$ cat config.mk
export PLATFORM = sky130hd
export DESIGN_NAME = rv_cycle_sequencer
export DESIGN_NICKNAME = d
export VERILOG_FILES = /design/src/rtl/rv_cycle_sequencer.sv
export SDC_FILE = /design/constraint.sdc
export NUM_CORES = 1
export LEC_CHECK = 0
export ABC_AREA = 1
export CORE_MARGIN = 10
export CORE_UTILIZATION = 40
export DETAILED_ROUTE_END_ITERATION = 7
export HOLD_SLACK_MARGIN = 0.02
export PLACE_DENSITY = 0.62
export REMOVE_ABC_BUFFERS = 1
export SYNTH_ARGS = -nofsm -noshare
export SYNTH_HDL_FRONTEND = slang
export SYNTH_SLANG_ARGS = --single-unit
$ cat constraint.sdc
create_clock -name clk -period 1.9 [get_ports clk]
set_input_delay 0.38 -clock clk [delete_from_list [all_inputs] [get_ports clk]]
set_output_delay 0.38 -clock clk [all_outputs]
set_load 0.02 [all_outputs]
$ cat src/rtl/rv_cycle_sequencer.sv
// Instruction phase sequencer: steps T through the phases of each instruction, stretches
// phases on slow memory, and supports halt, debug single-step and bus-timeout error states.
module rv_cycle_sequencer #(
  parameter int T_WIDTH   = 3,
  parameter int T_MAX     = 7,
  parameter int CNT_WIDTH = 32,
  parameter int TIMEOUT   = 16
) (
  input  logic                 clk,
  input  logic                 rst,
  input  logic                 T_rst,
  input  logic                 mem_req,
  input  logic                 mem_ready,
  input  logic                 hlt_req,
  input  logic                 resume,
  input  logic                 step_en,
  input  logic                 step_go,
  output logic [T_WIDTH-1:0]   T,
  output logic                 phase_en,
  output logic                 instr_done,
  output logic                 stalled,
  output logic                 halted,
  output logic                 bus_err,
  output logic [CNT_WIDTH-1:0] instret
);

  localparam int WC_W = (TIMEOUT > 1) ? $clog2(TIMEOUT) : 1;

  typedef enum logic [2:0] {S_RUN, S_WAIT, S_HALT, S_STEP, S_ERR} state_t;

  state_t               state_q, state_d;
  logic [T_WIDTH-1:0]   t_q, t_d;
  logic [WC_W-1:0]      wcnt_q, wcnt_d;
  logic [CNT_WIDTH-1:0] instret_q, instret_d;
  logic                 stalled_q, halted_q, bus_err_q;
  logic                 last_phase;
  logic                 timeout_hit;

  always_comb begin
    last_phase  = (t_q == T_WIDTH'(T_MAX)) || T_rst;
    timeout_hit = (wcnt_q == WC_W'(TIMEOUT - 1));

    // Only RUN and WAIT can advance; the parked states ignore the memory handshake.
    phase_en = 1'b0;
    case (state_q)
      S_RUN:   phase_en = !(mem_req && !mem_ready);
      S_WAIT:  phase_en = mem_ready;
      default: phase_en = 1'b0;
    endcase
    instr_done = phase_en && last_phase;

    state_d   = state_q;
    t_d       = t_q;
    wcnt_d    = wcnt_q;
    instret_d = instret_q;

    if (phase_en) begin
      wcnt_d = '0;
      if (instr_done) begin
        t_d       = '0;
        instret_d = instret_q + 1'b1;
        if (hlt_req)      state_d = S_HALT;
        else if (step_en) state_d = S_STEP;
        else              state_d = S_RUN;
      end else begin
        t_d     = t_q + 1'b1;
        state_d = S_RUN;
      end
    end else begin
      case (state_q)
        S_RUN: begin
          state_d = S_WAIT;
          wcnt_d  = '0;
        end
        S_WAIT: begin
          if (timeout_hit) begin
            state_d = S_ERR;
            t_d     = '0;
            wcnt_d  = '0;
          end else begin
            wcnt_d = wcnt_q + 1'b1;
          end
        end
        S_HALT: begin
          if (resume) state_d = step_en ? S_STEP : S_RUN;
        end
        S_STEP: begin
          if (hlt_req)                 state_d = S_HALT;
          else if (!step_en || step_go) state_d = S_RUN;
        end
        S_ERR: begin
          if (resume) state_d = S_RUN;
        end
        default: state_d = S_RUN;
      endcase
    end
  end

  always_ff @(posedge clk or negedge rst) begin
    if (!rst) begin
      state_q   <= S_RUN;
      t_q       <= '0;
      wcnt_q    <= '0;
      instret_q <= '0;
      stalled_q <= 1'b0;
      halted_q  <= 1'b0;
      bus_err_q <= 1'b0;
    end else begin
      state_q   <= state_d;
      t_q       <= t_d;
      wcnt_q    <= wcnt_d;
      instret_q <= instret_d;
      stalled_q <= (state_d == S_WAIT);
      halted_q  <= (state_d == S_HALT);
      bus_err_q <= (state_d == S_ERR);
    end
  end

  assign T       = t_q;
  assign instret = instret_q;
  assign stalled = stalled_q;
  assign halted  = halted_q;
  assign bus_err = bus_err_q;

endmodule

==> results.md, run 1 <==
* Core Region at 6030 um2
* Vias at 2318
* Critical path type: flip-flop to output pin
* Peak supply drop at 0.000608 V
* Worst Skew at 7.01 ps
* Maxcap violations at 0
* Design Power at 2.82 mW
* Die area at 9870 um2
* Critical Path Sink Type: output pin
* Post-synth ARST share at 100%
* Yosys top cell area share at 44.7%
* Commonest cells in the netlist: nand2_1 (117), nor2_1 (49), dfrtp_1 (45)
* Clk slew on worst S/H paths at 80 ps
* Final hold vios at 0
* # rows at 28
* Top cells by area, synth: dfrtp_1 (45%), nand2_1 (17%), nor2_1 (7.3%)
* Cell variety after synth at 27
* Setup violations, final at 0
* FF/Latch Area at 1130 um2
* Final instance area at 3300 um2
* CTS tree: yes
* Overflow after GRT at 0
* Pleak at 1.47 nW
* Hold Crit Class: input pin to async pin
* Most common cell in the netlist: nand2_1
* Multi-input logic area at 1260 um2
* Number of synthesized flops with an enable pin at 0
* Cell count after synthesis at 339
* First-pass GRT wire length at 10900 um
* Synth warnings at 0
* Unrepaired setup endpoints after global routing: no
* Clock sink total at 45
* Number of synthesized register bits at 45
* 1st-pass router iterations at 4
* CTS buffer count at 5
* Die X-Extent at 99.4 um
* Tcrit/Tclk final at 97.3%
* Die Span Y at 99.4 um
* Critical path required time at 1520 ps
* Largest net degree at the start of global routing at 24
* Slew @ Worst Pin at 502 ps
* Largest area contributor in the netlist: dfrtp_1
* Clock period minus worst slack at 1850 ps
* Layout Area Growth over Synthesis at 30.9%
* P per Cell Area at 854 nW/um2
* Dpl hpwl at 4890 um
* Relative slew slack at 66.5%
* Final setup TNS at 0 ps
* Hold buffers post-CTS at 0
* Top Ports at 49
* Global placer's final weighted congestion at 0.869
* Status: completed
* Register area share after synthesis at 44.7%
* Antenna-violating nets left at 0
* F_max at 0.541 GHz
* CTS Root Cell: clkbuf_8
* Diode count at 0
* Filler cells at 613
* DRT iter0 DRCs at 118
* Total Routed Length at 6230 um
* Share of cells above drive strength 1 at 10.1%
* Dominant synthesized flop cell: dfrtp_1
* Wire per inst at 12.9 um
* Clock Tree Buf Depth at 2
* CP Launch Type: flip-flop
* Crit Path Max Fanout at 2
* Signal arrival time at the worst endpoint at 1470 ps
* Vias per inst at 4.81
* Initial antenna violation count at 0
* Initial Util at 41.8%
* Overall routing resource usage at 13.1%
* Clk_lat worst skew at 300 ps
* PortBufs at 48
* Final slew viol count at 0
* Final nets at 420
* DP Area at 3190 um2
* Htree depth at 2
* DRC viols at 0
* Mapped cell area at 2520 um2
* Syn avg cell area at 7.43 um2
* Vias in the first global route at 2362
## layout make-up
cell class	count	share of cell area, %
tap	75	2.85
timing repair buffer	64	18.3
clock buffer	7	2.62
sequential	45	34.1
inverter	34	3.87
multi-input combinational	257	38.2
## critical path: stages, from the launching register on
cell and delay, ps:
dfrtp_1 390, buf_4 130, buf_4 120, clkdlybuf4s50_1 530
## layout by cell type, fill, tap and decap left out, drive strengths merged, types with 8 or more instances in the layout
master and count:
nand2 117, nor2 56, dfrtp 45, clkdlybuf4s50 45
inv 34, nand3 25, buf 18, o21ai 12
xor2 11, xnor2 10, nand4 9, clkbuf 8
## kinds of logic after synthesis
group,share of synthesized area [%]
simple gates,36.1
xor+xnor,7.30
flops,44.7
buf+inv,6.01
compound gates,3.92
fa+ha+maj,1.99
## power breakdown
group          switching (mW)  total [mW]  internal [mW]
sequential              0.129        1.22           1.09
clock                   0.314       0.603          0.289
combinational           0.557       0.992          0.436
total                    1.00        2.82           1.82
## registers in the layout, indices dropped and copies added, names as in the netlist
register  cells
halted        1
state_q       3
stalled       1
instret      32
wcnt_q        4
bus_err       1
T             3
## timing repair
action,4_1_cts,5_1_grt
pin swaps,1,2
resized for setup,7,7
endpoints found under the setup margin,2,2
buffers inserted,0,1
## final timing paths
check,from,endpoint,slack (ps),depth (start not counted)
setup reg to reg,T[0],instret[26],170,12
max in group asynchronous,rst,instret[8],1270,2
setup / recovery,T[1],T[1],50,3
hold reg to reg,instret[8],instret[8],520,1
hold / removal,rst,instret[5],40,1
min in group clk,instret[8],instret[8],520,1
## per-stage QoR
stage | util (%) | hold WS (ps) | worst slack [ps] | cells
after floorplan | - | 84.4 | 112 | 336
after CTS | 54.4 | 51.5 | 6.34 | 481
after global routing | 54.7 | 78.3 | 4.52 | 482
after detailed placement | 52.9 | 378 | -265 | 474
final | 54.7 | 43.4 | 51.0 | 482
after global placement | 52.9 | 385 | -254 | 474
## routing by layer
metal	global-route usage [%]	vias up	share of wire [%]
li1	-	1200	-
met1	16.4	1044	46
met2	20.6	65	45
met3	4.98	9	7.8
met4	3.75	0	1.3
met5	0	-	0
No activity file was read; power rests on OpenSTA's default activity.
==> inputs of run 2 (changes only) <==
--- a/config.mk
+++ b/config.mk
@@ -9,8 +9,8 @@
 export CORE_MARGIN = 10
 export CORE_UTILIZATION = 40
 export DETAILED_ROUTE_END_ITERATION = 7
-export HOLD_SLACK_MARGIN = 0.02
 export PLACE_DENSITY = 0.62
+export RECOVER_POWER = 100
 export REMOVE_ABC_BUFFERS = 1
 export SYNTH_ARGS = -nofsm -noshare
 export SYNTH_HDL_FRONTEND = slang
==> results.md, run 2 (synthesis results as in run 1) <==
* Slew @ Worst Pin at 1190 ps
* CTS tree: yes
* Final slew viol count at 0
* Die area at 9870 um2
* Top Ports at 49
* Share of cells above drive strength 1 at 7.62%
* Clock Tree Buf Depth at 2
* Antenna-violating nets left at 0
* Final nets at 420
* Pleak at 1.52 nW
* Reg-to-Reg Start: T[0]
* Peak supply drop at 0.000596 V
* Most common cell on crit path: buf_4
* Setup violations, final at 0
* CTS Root Cell: clkbuf_8
* Critical Path Sink Type: output pin
* Hold buffers post-CTS at 0
* F_max at 0.541 GHz
* CP max stage delay at 530 ps
* Layout Area Growth over Synthesis at 29.5%
* Vias per inst at 4.80
* Critical path type: flip-flop to output pin
* Worst path slowest cell: clkdlybuf4s50_1
* Worst reg2reg path endpoint: instret[18]
* Largest register FFs at 32
* Htree depth at 2
* Wire per inst at 12.9 um
* # rows at 28
* Global placer's final weighted congestion at 0.869
* P per Cell Area at 845 nW/um2
* CTS buffer count at 5
* Initial antenna violation count at 0
* Tcrit/Tclk final at 97.3%
* First-pass GRT wire length at 10900 um
* CP Launch Type: flip-flop
* Clk_lat worst skew at 300 ps
* Worst Skew at 7.09 ps
* Fin util at 54.2%
* DRT iter0 DRCs at 135
* Final hold vios at 0
* Status: completed
* Core Region at 6030 um2
* Unrepaired setup endpoints after global routing: no
* Die X-Extent at 99.4 um
* Crit Path Max Fanout at 2
* Vias in the first global route at 2362
* Final instance area at 3260 um2
* Diode count at 0
* Hold Crit Class: input pin to async pin
* Clock period minus worst slack at 1850 ps
* Clk slew on worst S/H paths at 80 ps
* Total Routed Length at 6220 um
* Design Power at 2.76 mW
* R2R Setup Slk at 140 ps
* Most common cell after layout, fill and taps aside: nand2_1
* Vias at 2315
* Signal arrival time at the worst endpoint at 1470 ps
* Most frequent cells in the layout: nand2_1 (117), nor2_1 (54), dfrtp_1 (45)
* Dpl hpwl at 4890 um
* Overflow after GRT at 0
* Dpl ws at -265 ps
* 1st-pass router iterations at 4
* Clock sink total at 45
* Worst-path cell chain: buf_4 > buf_4 > clkdlybuf4s50_1
* Overall routing resource usage at 13.1%
* PortBufs at 48
* Relative slew slack at 20.8%
* DRC viols at 0
* DP Area at 3190 um2
* Maxcap violations at 0
* Critical path required time at 1520 ps
* Largest net degree at the start of global routing at 24
* Die Span Y at 99.4 um
* Final setup TNS at 0 ps
* PnR worst setup slack at 51.4 ps
* Initial Util at 41.8%
* Worst R2R Path Depth at 10
-- run 2: changes by cell type in the layout (fill, tap and decap cells not counted), sizes merged --
cell           change
buf                -5
clkbuf             +5
clkdlybuf4s50     -26
dlygate4sd3       +26
-- run 2: what timing repair did --
item	4_1_cts	5_1_grt
setup buffers	0	1
gates resized for setup	7	7
hold endpoints to repair	0	0
pin swaps	1	2
setup endpoints to repair	2	2
-- run 2: power breakdown --
| group | leakage, nW | total (mW) | switching (mW) | internal, mW |
|---|---|---|---|---|
| sequential | 0.600 | 1.21 | 0.122 | 1.09 |
| combinational | 0.881 | 0.939 | 0.553 | 0.386 |
| clock | 0.0443 | 0.603 | 0.314 | 0.289 |
-- run 2: per-layer routing --
metal  wire (um)  global-route usage [%]  vias up
li1            -                       -     1206
met1        2870                    16.4     1046
met2        2800                    20.6       54
met3         458                    4.98        9
met4          85                    3.75        0
met5           0                       0        -
-- run 2: layout make-up --
cell class | count | area (um2)
clock buffers | 7 | 86.3
repair buffers | 64 | 589
fillers | 617 | 2760
well taps | 75 | 93.8
inverters | 34 | 128
multi-input cells | 257 | 1240
flip-flops and latches | 45 | 1130
-- run 2: through the flow --
step | std cells | hold WS, ps
floorplan | 336 | 84.4
global placement | 474 | 385
detailed placement | 474 | 378
CTS | 481 | 51.5
global route | 482 | 419
finish | 482 | 305
-- run 2: critical path: cells and delay by family, from the launching register on --
family | cells | cell delay [ps]
buffers and inverters | 3 | 780
DFF | 1 | 390
-- run 2: how the worst max path moves through the flow --
stage	start	endpoint	cells after the start
after global placement	mem_req	phase_en	5
final	T[1]	T[1]	3
after floorplan	T[0]	instret[23]	9
after CTS	mem_req	phase_en	5
after global routing	T[1]	T[1]	3
after detailed placement	mem_req	phase_en	5
